`config.mk`:
```
export PLATFORM = sky130hd
export DESIGN_NAME = nibble_serial_add_ctrl_flat
export DESIGN_NICKNAME = d
export VERILOG_FILES = /design/src/rtl/nibble_serial_add_ctrl_if.sv /design/src/rtl/nibble_serial_add_ctrl.sv /design/src/flat_wrapper.sv
export SDC_FILE = /design/constraint.sdc
export NUM_CORES = 1
export LEC_CHECK = 0
export BUFFER_PORTS_ARGS = -buffer_cell sky130_fd_sc_hd__buf_2
export CORE_MARGIN = 10
export CORE_UTILIZATION = 30
export DETAILED_ROUTE_END_ITERATION = 7
export GPL_ROUTABILITY_DRIVEN = 0
export PLACE_DENSITY = 0.6
export SLEW_MARGIN = 20
export SYNTH_ARGS = -nofsm -noshare
export SYNTH_HDL_FRONTEND = slang
export SYNTH_SLANG_ARGS = --single-unit
```
`constraint.sdc`:
```
create_clock -name clk -period 3.1 [get_ports clk]
set_input_delay 0.465 -clock clk [delete_from_list [all_inputs] [get_ports clk]]
set_output_delay 0.465 -clock clk [all_outputs]
set_load 0.05 [all_outputs]
```
`src/rtl/nibble_serial_add_ctrl_if.sv`:
```
// nibble_serial_add_ctrl_if: start/operand/result bundle for the serial nibble adder
//   start  master->slave  request, sampled only when the slave is idle or done
//   a, b   master->slave  W-bit operands, captured on the accepted start
//   busy   slave->master  high while nibbles are being added
//   done   slave->master  one-cycle pulse, sum/cout valid
//   sum    slave->master  W-bit result register
//   cout   slave->master  carry out of the top nibble
interface nibble_serial_add_ctrl_if #(parameter int NIBBLES = 4);
   logic                   start;
   logic [4*NIBBLES-1:0]   a;
   logic [4*NIBBLES-1:0]   b;
   logic                   busy;
   logic                   done;
   logic [4*NIBBLES-1:0]   sum;
   logic                   cout;
   modport master (output start, a, b, input busy, done, sum, cout);
   modport slave  (input start, a, b, output busy, done, sum, cout);
endinterface

```
`src/rtl/nibble_serial_add_ctrl.sv`:
```
// nibble_serial_add_ctrl: adds two 4*NIBBLES-bit operands one nibble per cycle on a shared 4-bit adder
//   clk    in  system clock, rising edge
//   rst_n  in  synchronous active-low reset
//   bus    slave side of nibble_serial_add_ctrl_if (start, a, b, busy, done, sum, cout)
module adder_4bit (
   input  logic [3:0] a,
   input  logic [3:0] b,
   output logic [3:0] s,
   output logic       co
);
   assign {co, s} = {1'b0, a} + {1'b0, b};
endmodule

module nibble_serial_add_ctrl #(parameter int NIBBLES = 4) (
   input  logic                     clk,
   input  logic                     rst_n,
   nibble_serial_add_ctrl_if.slave  bus
);
   localparam int W  = 4 * NIBBLES;
   localparam int IW = NIBBLES > 1 ? $clog2(NIBBLES) : 1;
   localparam logic [IW-1:0] LAST = IW'(NIBBLES - 1);
   typedef enum logic [1:0] {IDLE, RUN, DONE} state_t;
   state_t          state;
   logic [W-1:0]    opa, opb;
   logic            carry;
   logic [IW-1:0]   idx;
   logic [3:0]      add_s;
   logic            add_co;
   logic [4:0]      t;
   logic            nxt_carry;
   adder_4bit u_add (.a(opa[idx*4 +: 4]), .b(opb[idx*4 +: 4]), .s(add_s), .co(add_co));
   // adder has no carry-in, so the held carry is merged here; add_co and t[4] are mutually exclusive
   assign t         = {1'b0, add_s} + {4'b0, carry};
   assign nxt_carry = add_co | t[4];
   always_ff @(posedge clk) begin
      if (!rst_n) begin
         state    <= IDLE;
         bus.busy <= 1'b0;
         bus.done <= 1'b0;
         bus.sum  <= '0;
         bus.cout <= 1'b0;
         carry    <= 1'b0;
         idx      <= '0;
         opa      <= '0;
         opb      <= '0;
      end else begin
         case (state)
            RUN: begin
               bus.sum[idx*4 +: 4] <= t[3:0];
               carry               <= nxt_carry;
               if (idx == LAST) begin
                  state    <= DONE;
                  bus.busy <= 1'b0;
                  bus.done <= 1'b1;
                  bus.cout <= nxt_carry;
               end else begin
                  idx <= idx + 1'b1;
               end
            end
            default: begin
               bus.done <= 1'b0;
               if (bus.start) begin
                  state    <= RUN;
                  bus.busy <= 1'b1;
                  bus.sum  <= '0;
                  bus.cout <= 1'b0;
                  opa      <= bus.a;
                  opb      <= bus.b;
                  carry    <= 1'b0;
                  idx      <= '0;
               end else begin
                  state <= IDLE;
               end
            end
         endcase
      end
   end
endmodule

```
`src/flat_wrapper.sv`:
```
// flat-port wrapper written by rule: the top's interface ports become plain ports
module nibble_serial_add_ctrl_flat 
#(parameter int NIBBLES = 4)
  (clk, rst_n, bus_start, bus_a, bus_b, bus_busy, bus_done, bus_sum, bus_cout);
  nibble_serial_add_ctrl_if #(.NIBBLES(NIBBLES)) bus_i ();
  input  logic clk;
  input  logic rst_n;
  input wire logic [$bits(bus_i.start)-1:0] bus_start;
  input wire logic [$bits(bus_i.a)-1:0] bus_a;
  input wire logic [$bits(bus_i.b)-1:0] bus_b;
  output wire logic [$bits(bus_i.busy)-1:0] bus_busy;
  output wire logic [$bits(bus_i.done)-1:0] bus_done;
  output wire logic [$bits(bus_i.sum)-1:0] bus_sum;
  output wire logic [$bits(bus_i.cout)-1:0] bus_cout;
  assign bus_i.start = bus_start;
  assign bus_i.a = bus_a;
  assign bus_i.b = bus_b;
  assign bus_busy = bus_i.busy;
  assign bus_done = bus_i.done;
  assign bus_sum = bus_i.sum;
  assign bus_cout = bus_i.cout;
  nibble_serial_add_ctrl #(.NIBBLES(NIBBLES)) u_core (.clk(clk), .rst_n(rst_n), .bus(bus_i));
endmodule
```
==> results.md <==
- CP Cell Sequence: buf_4, mux4_2, fa_1, xnor2_1, a311oi_1, a221o_1, a32o_1
- Pwr Total: 1400 uW
- Global route total overflow: 0
- Outcome: finished, final reports clean
- Max FO, Critical Path: 6
- Worst Skew: 0.00921 ns
- Post-synthesis mux area share: 8.47%
- Crit path DAT: 3.02 ns
- Largest net degree at the start of global routing: 62
- # diodes: 0
- Netlist Area Pre-Place: 0.00260 sq mm
- Syn nets: 321
- Hold Path End: u_core.opa[10]$_SDFFE_PN0P_
- Layout area overhead: 16.7%
- Gates resized, CTS repair: 0
- Sw frac: 28.2%
- Post-synthesis sequential area ratio: 43.1%
- Synth Area in XOR/XNOR: 0.674%
- Setup violators final: 0
- Die area: 0.0128 sq mm
- CP max stage delay: 0.55 ns
- P_leak: 0.00125 uW
- Adder-cell share of the synthesized area: 5.58%
- Worst-path clk slew: 0.10 ns
- Yosys cell types: 44
- Initial Utilization: 31.2%
- Routed via count: 2032
- DRC Markers: 0
- Worst Path Buf+Inv: 1
- I/O Pins: 54
- Post-Synthesis Cells: 275
- Critical Path Sink Type: flop
- Dominant synthesized flop cell: dfxtp_1
- CTS max path bufs: 2
- Critical path class: flop to flop
- H-tree levels: 2
- Internal: 1010 uW
- Largest family of logic cells by synthesized area: simple AND/OR/NAND/NOR gates
- Worst Hold Class: input pin to flop
- Mapped Avg Cell Area: 9.45 sq um
- Worst r2r dst: u_core.bus.cout$_SDFFE_PN0P_
- DP HPWL: 4660 um
- Reg2reg start: u_core.idx[0]$_SDFFE_PN0P_
- F_max: 356 MHz
- DRT Wirelength: 6200 um
- DR iter-0 viols: 75
- RSZ-0062 raised after global routing: false
- Net switching power: 395 uW
- Sequential power share: 54.9%
- CTS Hold Bufs: 0
- Share of layout cells above drive strength 1: 24.1%
- Worst slew margin: 40.6%
- Worst Max-Slew Pin Slew: 0.892 ns
- Final Cycle Share: 90.5%
- Setup Fix Bufs, Post-CTS: 0
- Min Tclk post-route: 2.81 ns
- Largest cells by area after synthesis: dfxtp_1 43%, nand2_1 11%, a21boi_0 9.2%, mux4_2 6.9%, ha_1 4.8%
- Reg-to-reg slack, setup: 0.29 ns
- Yosys reg bits: 56
- CORE AREA: 0.00834 sq mm
- Setup crit start: u_core.idx[0]$_SDFFE_PN0P_
- Gr usage total: 9.60%
- Dpl cell area: 0.00294 sq mm
- Drt wl/cell: 14.5 um
- Clock Latency Late Sink: 0.31 ns
- Compound-Gate Fraction of Synth Area: 18.8%
- Final Net Count: 368
- Row count: 33
- Power Density: 463 mW/mm^2
- Max Cap Viol: 0
- Setup TNS: 0 ns
- Ys Warns: 0
- Port bufs: 53
- Die width: 113 um
- Chip Height: 113 um
- CP delay by family, top: compound AO/OA/AOI/OAI gates
- Hold_sp: bus_a[10]
- Gate power share: 16.0%
- Area leader, netlist: dfxtp_1
- Via-to-Cell Ratio: 4.75
- Critical Path RT: 3.31 ns
- Routed Antenna Nets: 0
- Simple-gate share of the synthesized area: 19.4%
- Root Driver: clkbuf_8
- Worst IR Drop VDD: 229 uV
- Initial antenna violation count: 0
- Inserted Clock Buffers: 5
- Max Transition Viols Final: 0
- Synth async-reset ratio: 0%
- CTS tree: done
- Hold Vio Cnt, Final: 0
- First-pass GRT wire length: 10400 um
- CP Launch Type: flop
- CP max-delay cell: mux4_2
- Post-synth top area share: 43.1%
- Clock network fraction of total power: 29.1%
- Vias in the first global route: 2106
- Clock Sinks: 56
- Pre-antenna DRT Iters: 4
- Number of synthesized flops with an enable pin: 0
- Worst Reg-to-Reg Cells: 7
- Final Cell Area: 0.00303 sq mm
- Worst Hold Depth: 3
==> power groups by stage <==
stage / registers [uW] / clock network [uW] / logic [uW]
floorplan: 790 / 0 / 156
global placement: 788 / 0 / 224
detailed placement: 788 / 0 / 227
CTS: 771 / 429 / 228
global route: 775 / 456 / 252
finish: 771 / 409 / 225
==> worst register-to-register path, delay by kind of cell (launching register included) <==
family                     cells  cell delay, ns
AOI/OAI and AO/OA              3            0.64
muxes                          1            0.55
DFF                            1            0.50
adders and majority gates      1            0.44
xor gates and xnor gates       1            0.36
buffers and inverters          1            0.21
==> state kept, by name (all words and copies together), names as in the netlist <==
register,count
u_core.idx,2
u_core.opa,16
u_core.bus.sum,16
u_core.state,2
u_core.opb,16
u_core.bus.cout,1
u_core.bus.done,1
u_core.carry,1
u_core.bus.busy,1
==> kinds of logic after synthesis <==
logic type / Yosys count
xor gates and xnor gates: 2
and+or+nand+nor: 108
adders and majority gates: 11
buffers and inverters: 21
muxes: 12
AOI/OAI and AO/OA: 65
DFF: 56
==> cell usage after synthesis (all sizes together), types with 2 or more instances <==
cell type  instances
nor4b              2
o21a               2
buf               11
inv                3
a22oi             12
xnor2              2
a21boi            33
clkbuf             7
dfxtp             56
a211oi             2
a21o               2
nand3              5
nor2b             14
mux4               8
o21ai              5
mux2i              4
and3               2
nand2             74
nor3               3
ha                10
==> cell type report <==
type                       instances  area [sq um]
clock buffer                       5          68.8
clock inverter                     3          22.5
fill                             872          5310
tap                              105           131
timing repair buffer              58           303
inverter                           3          11.3
multi-input combinational        198          1380
sequential                        56          1120
==> layout by cell type, fill, tap and decap left out, drive strengths merged, types with 2 or more instances in the layout <==
| cell type | n |
|---|---|
| nand2 | 74 |
| buf | 58 |
| dfxtp | 56 |
| a21boi | 33 |
| nor2b | 14 |
| a22oi | 12 |
| ha | 10 |
| mux4 | 8 |
| nand3 | 5 |
| clkbuf | 5 |
| o21ai | 5 |
| mux2i | 4 |
| inv | 4 |
| nor3 | 3 |
| o21a | 2 |
| xnor2 | 2 |
| a211oi | 2 |
| and3 | 2 |
| a21o | 2 |
| nor4b | 2 |
| clkinv | 2 |
==> routing by layer <==
metal | vias to the layer above | global-route usage [%] | routed length (um)
met5 | - | 0 | 0
met4 | 0 | 3.81 | 102
met3 | 7 | 2.27 | 238
met2 | 31 | 15.7 | 2980
met1 | 943 | 11.8 | 2870
li1 | 1051 | - | -
==> how the worst max path moves through the flow <==
stage | end | slack, ns | depth (start not counted)
final | u_core.bus.cout$_SDFFE_PN0P_ | 0.29 | 7
after global routing | u_core.bus.cout$_SDFFE_PN0P_ | 0.07 | 7
after CTS | u_core.carry$_SDFFE_PN0P_ | 0.27 | 7
after floorplan | u_core.bus.sum[11]$_SDFFE_PN0P_ | 0.23 | 8
after detailed placement | u_core.carry$_SDFFE_PN0P_ | 0.28 | 7
after global placement | u_core.carry$_SDFFE_PN0P_ | 0.33 | 7
==> per-stage QoR <==
step | utilization, % | hold slack [ns] | std cells | worst slack [ns]
2_1_floorplan | - | 0.440 | 275 | 0.227
3_3_place_gp | 35.3 | 0.455 | 420 | 0.334
3_5_place_dp | 35.3 | 0.459 | 420 | 0.280
4_1_cts | 36.4 | 0.376 | 428 | 0.270
5_1_grt | 36.4 | 0.386 | 428 | 0.0725
6_report | 36.4 | 0.387 | 428 | 0.294
Note: power is estimated with default switching activity, not from simulation.
